$ cat config.mk
export PLATFORM = sky130hd
export DESIGN_NAME = key_expand_seq
export DESIGN_NICKNAME = d
export VERILOG_FILES = /design/src/rtl/key_expand_seq.sv
export SDC_FILE = /design/constraint.sdc
export NUM_CORES = 2
export LEC_CHECK = 0
export CORE_AREA = 2 2 592 594
export DETAILED_ROUTE_END_ITERATION = 7
export DIE_AREA = 0 0 594 596
export PLACE_DENSITY = 0.52
export SKIP_CTS_REPAIR_TIMING = 1
export SYNTH_ARGS = -nofsm -noshare
export SYNTH_HDL_FRONTEND = slang
export SYNTH_SLANG_ARGS = --single-unit
$ cat constraint.sdc
create_clock -name clk -period 57.5 [get_ports clk]
set_input_delay 11.5 -clock clk [delete_from_list [all_inputs] [get_ports clk]]
set_output_delay 11.5 -clock clk [all_outputs]
set_load 0.05 [all_outputs]
$ cat src/rtl/key_expand_seq.sv
// AES-128 key expansion, one round key per clock.
// A start in IDLE or DONE captures the cipher key into slot 0 and clears the
// remaining slots. RUN then fills slots 1..10 in order, each one derived from
// the slot before it. DONE holds the full 44-word schedule until the next start.
module key_expand_seq (
    input  logic          clk,
    input  logic          rst,
    input  logic          start,
    input  logic [127:0]  key,
    output logic [1407:0] word,
    output logic          busy,
    output logic          valid
);

    typedef enum logic [1:0] {
        IDLE = 2'd0,
        RUN  = 2'd1,
        DONE = 2'd2
    } state_t;

    // FIPS-197 S-box. Entry 0x00 is the most significant byte.
    localparam logic [2047:0] SBOX_TBL = {
        128'h637c777bf26b6fc53001672bfed7ab76,
        128'hca82c97dfa5947f0add4a2af9ca472c0,
        128'hb7fd9326363ff7cc34a5e5f171d83115,
        128'h04c723c31896059a071280e2eb27b275,
        128'h09832c1a1b6e5aa0523bd6b329e32f84,
        128'h53d100ed20fcb15b6acbbe394a4c58cf,
        128'hd0efaafb434d338545f9027f503c9fa8,
        128'h51a3408f929d38f5bcb6da2110fff3d2,
        128'hcd0c13ec5f974417c4a77e3d645d1973,
        128'h60814fdc222a908846eeb814de5e0bdb,
        128'he0323a0a4906245cc2d3ac629195e479,
        128'he7c8376d8dd54ea96c56f4ea657aae08,
        128'hba78252e1ca6b4c6e8dd741f4bbd8b8a,
        128'h703eb5664803f60e613557b986c11d9e,
        128'he1f8981169d98e949b1e87e9ce5528df,
        128'h8ca1890dbfe6426841992d0fb054bb16
    };

    function automatic logic [7:0] sbox(input logic [7:0] x);
        return SBOX_TBL[2047 - 8 * int'(x) -: 8];
    endfunction

    function automatic logic [31:0] sub_word(input logic [31:0] w);
        return {sbox(w[31:24]), sbox(w[23:16]), sbox(w[15:8]), sbox(w[7:0])};
    endfunction

    // GF(2^8) doubling, giving the round-constant sequence 01,02,...,80,1b,36.
    function automatic logic [7:0] xtime(input logic [7:0] b);
        return {b[6:0], 1'b0} ^ (b[7] ? 8'h1b : 8'h00);
    endfunction

    state_t          state_q, state_d;
    logic [1407:0]   word_q, word_d;
    logic [3:0]      round_q, round_d;
    logic [7:0]      rcon_q, rcon_d;

    logic [127:0]    prev_rk;
    logic [127:0]    next_rk;
    logic [31:0]     temp;

    // Pick round key (round_q - 1) out of the schedule register.
    always_comb begin
        prev_rk = word_q[1407 -: 128];
        for (int s = 1; s <= 10; s++) begin
            if (round_q == 4'(s)) begin
                prev_rk = word_q[1407 - 128 * (s - 1) -: 128];
            end
        end
    end

    // One round of the key schedule: RotWord, SubWord, rcon, then the XOR chain.
    always_comb begin
        temp = sub_word({prev_rk[23:0], prev_rk[31:24]}) ^ {rcon_q, 24'h000000};
        next_rk[127:96] = prev_rk[127:96] ^ temp;
        next_rk[95:64]  = prev_rk[95:64]  ^ next_rk[127:96];
        next_rk[63:32]  = prev_rk[63:32]  ^ next_rk[95:64];
        next_rk[31:0]   = prev_rk[31:0]   ^ next_rk[63:32];
    end

    // Next-state logic: load on start, fill one slot per RUN cycle, hold otherwise.
    always_comb begin
        state_d = state_q;
        word_d  = word_q;
        round_d = round_q;
        rcon_d  = rcon_q;
        case (state_q)
            IDLE, DONE: begin
                if (start) begin
                    word_d  = {key, 1280'd0};
                    rcon_d  = 8'h01;
                    round_d = 4'd1;
                    state_d = RUN;
                end
            end
            RUN: begin
                for (int s = 1; s <= 10; s++) begin
                    if (round_q == 4'(s)) begin
                        word_d[1407 - 128 * s -: 128] = next_rk;
                    end
                end
                rcon_d = xtime(rcon_q);
                if (round_q == 4'd10) begin
                    state_d = DONE;
                end else begin
                    round_d = round_q + 4'd1;
                end
            end
            default: begin
                state_d = IDLE;
            end
        endcase
    end

    // State registers; reset clears the schedule so no partial result survives.
    always_ff @(posedge clk or posedge rst) begin
        if (rst) begin
            state_q <= IDLE;
            word_q  <= '0;
            round_q <= 4'd0;
            rcon_q  <= 8'h01;
        end else begin
            state_q <= state_d;
            word_q  <= word_d;
            round_q <= round_d;
            rcon_q  <= rcon_d;
        end
    end

    assign word  = word_q;
    assign busy  = (state_q == RUN);
    assign valid = (state_q == DONE);

endmodule
==> impl_metrics.tcl <==
set metrics [dict create \
    status "finished with violations" \
    violations "max-capacitance violations, max-slew violations" \
    grt_usage_pct 35.2 \
    clock-skew-final_ns 0.135 \
    setup_viol 0 \
    dpl_cell_area_mm2 0.103 \
    synth.cell_area_mm2 0.0815 \
    start_kind "primary input" \
    worstSkewPairLatency_ns 1.01 \
    hold_path_depth 2 \
    cts-htree-levels 4 \
    grt_pass1_vias 85122 \
    synth-seq-cells 1422 \
    end_kind "async pin" \
    max-cap-violations 1 \
    drive_above_1_share_pct 9.61 \
    slew_headroom_pct -2.17 \
    finalInstanceArea_mm2 0.109 \
    tritoncts "yes" \
    crit_arrival_ns 17.13 \
    nets 10575 \
    num_io_pins 1541 \
    drtIter0Drc 13971 \
    async_flop_share_pct 100 \
    vias_per_cell 6.09 \
    yosys_warnings 0 \
    dpl.hpwl_um 478000 \
    num_vias 92193 \
    grt_pass1_wl_um 848000 \
    worstRegToRegCells 23 \
    min_path_type "reg -> reg" \
    synth.distinct_cells 132 \
    crit_required_ns 58.51 \
    die_y_um 596 \
    drc 0 \
    start_util_pct 23.4 \
    wl_um 650000 \
    grt_max_degree 154 \
    hold_violations 0 \
    dpl_worst_slack_ns 40.28 \
    netlist_instances 9272 \
    slew_violations 2 \
    grt_antenna_before_repair 62 \
    crit_path_max_fanout 87 \
    rsz0062_at_grt "false" \
    clock-sinks 1422 \
    finalSetupTns_ns 0 \
    layout_setup_ws_ns 41.38 \
    ant_nets 0 \
    portBuffers 1540 \
    synth_nets 9463 \
    cts_buffers 176 \
    tightest_slew_ns 1.52 \
    clk_pin_slew_ns 0.06 \
    rows 217 \
    hold-worst-slack_ns 0.481 \
    syn_avg_cell_area_um2 8.78 \
    ys_seq_area_share_pct 43.7 \
    die_w_um 594 \
    fin_crit_ns 16.12 \
    max-clock-path-buffers 4 \
    core_mm2 0.348 \
    crit_type "in -> async" \
    period_share_pct 28.0 \
    die-area_mm2 0.354 \
    root_buffer "clkbuf_16" \
    fmax_mhz 62.0 \
    wl_per_cell_um 42.9 \
    first_pass_iters 7 \
    gp_congestion 1.02 \
    ys.flop_type "dfrtp_1" \
    grt.overflow.total 0 \
    synth-edff-count 0 \
    syn_to_final_growth_pct 33.8 \
]
kinds of logic after synthesis:
logic type / Yosys count / synth area share (%)
DFF: 1422 / 43.7
adders and majority gates: 60 / 0.922
muxes: 96 / 1.26
and+or+nand+nor: 2977 / 16.3
AOI/OAI and AO/OA: 3464 / 29.5
xor gates and xnor gates: 218 / 2.83
buffers and inverters: 1035 / 5.51
cells in the mapped netlist (all sizes together), types with 46 or more instances:
cell type | instances | share of area (%)
a211oi | 203 | 1.9
a21oi | 374 | 2.3
a221oi | 89 | 0.99
a22o | 448 | 4.8
a22oi | 46 | 0.43
a311oi | 101 | 1.2
a31oi | 129 | 1.0
buf | 371 | 2.4
clkbuf | 606 | 2.8
dfrtp | 1421 | 44
ha | 60 | 0.92
inv | 55 | 0.25
mux2i | 86 | 1.1
nand2 | 1396 | 6.4
nand2b | 58 | 0.45
nand3 | 614 | 3.8
nor2 | 482 | 2.3
nor3 | 151 | 0.96
o211ai | 217 | 2.0
o21ai | 1046 | 6.4
o221ai | 86 | 0.93
o22ai | 165 | 1.3
o311ai | 82 | 0.95
o31ai | 59 | 0.55
xnor2 | 146 | 1.9
xor2 | 69 | 0.88
stage by stage:
| step | std cells | utilization (%) |
|---|---|---|
| floorplan | 9272 | - |
| detailed placement | 14805 | 29.6 |
| global route | 15119 | 31.3 |
| CTS | 15117 | 31.3 |
| global placement | 14805 | 29.6 |
| finish | 15145 | 31.3 |
final cells by class:
| cell class | count | area [um2] |
|---|---|---|
| clock inverter | 58 | 930 |
| antenna | 28 | 70.1 |
| fill | 36601 | 239000 |
| tap | 4599 | 5750 |
| timing repair buffer | 1911 | 18200 |
| multi-input combinational | 6815 | 43000 |
| inverter | 58 | 225 |
| clock buffer | 254 | 5160 |
| sequential | 1422 | 35600 |
worst max-delay path: stages:
cell,delay (ns)
clkdlybuf4s50_1,0.49
inv_8,0.53
buf_4,0.78
buf_4,0.80
buf_4,0.77
buf_4,0.56
buf_4,0.69
buf_4,0.66
path summary, 6_finish.rpt:
path / startpoint / end / slack, ns
worst min register to register: word[26]$_DFFE_PP0P_ / word[26]$_DFFE_PP0P_ / 0.48
worst min-delay path: word[26]$_DFFE_PP0P_ / word[26]$_DFFE_PP0P_ / 0.48
worst max register to register: round_q[1]$_DFFE_PP0P_ / word[660]$_DFFE_PP0P_ / 47.33
worst max-delay path: rst / word[1259]$_DFFE_PP0P_ / 41.38
max in group clk: start / word[1190]$_DFFE_PP0P_ / 42.70
min in group asynchronous: rst / word[428]$_DFFE_PP0P_ / 11.07
state kept, by name, summed over array words and instances, names as in the netlist:
signal / cells
rcon_q: 8
state_q: 2
word: 1408
round_q: 4
placed cells by master (no fill, tap or decap), drive strengths merged, types with 82 or more instances in the layout:
cell	count
clkdlybuf4s50	1530
dfrtp	1421
nand2	1396
o21ai	1046
nand3	614
nor2	482
a22o	448
buf	381
a21oi	374
clkbuf	254
o211ai	217
a211oi	203
o22ai	165
nor3	151
xnor2	146
a31oi	129
a311oi	101
a221oi	89
mux2i	86
o221ai	86
o311ai	82
per-layer routing:
metal | share of wire, % | global-route usage [%]
met2 | 42 | 51.0
met5 | 0.019 | 0
met4 | 9.2 | 27.1
met1 | 37 | 41.9
met3 | 12 | 13.0
Power is left out: the tool's default activity adds up to more than one toggle a clock period on the data nets, which glitch-free logic cannot reach.
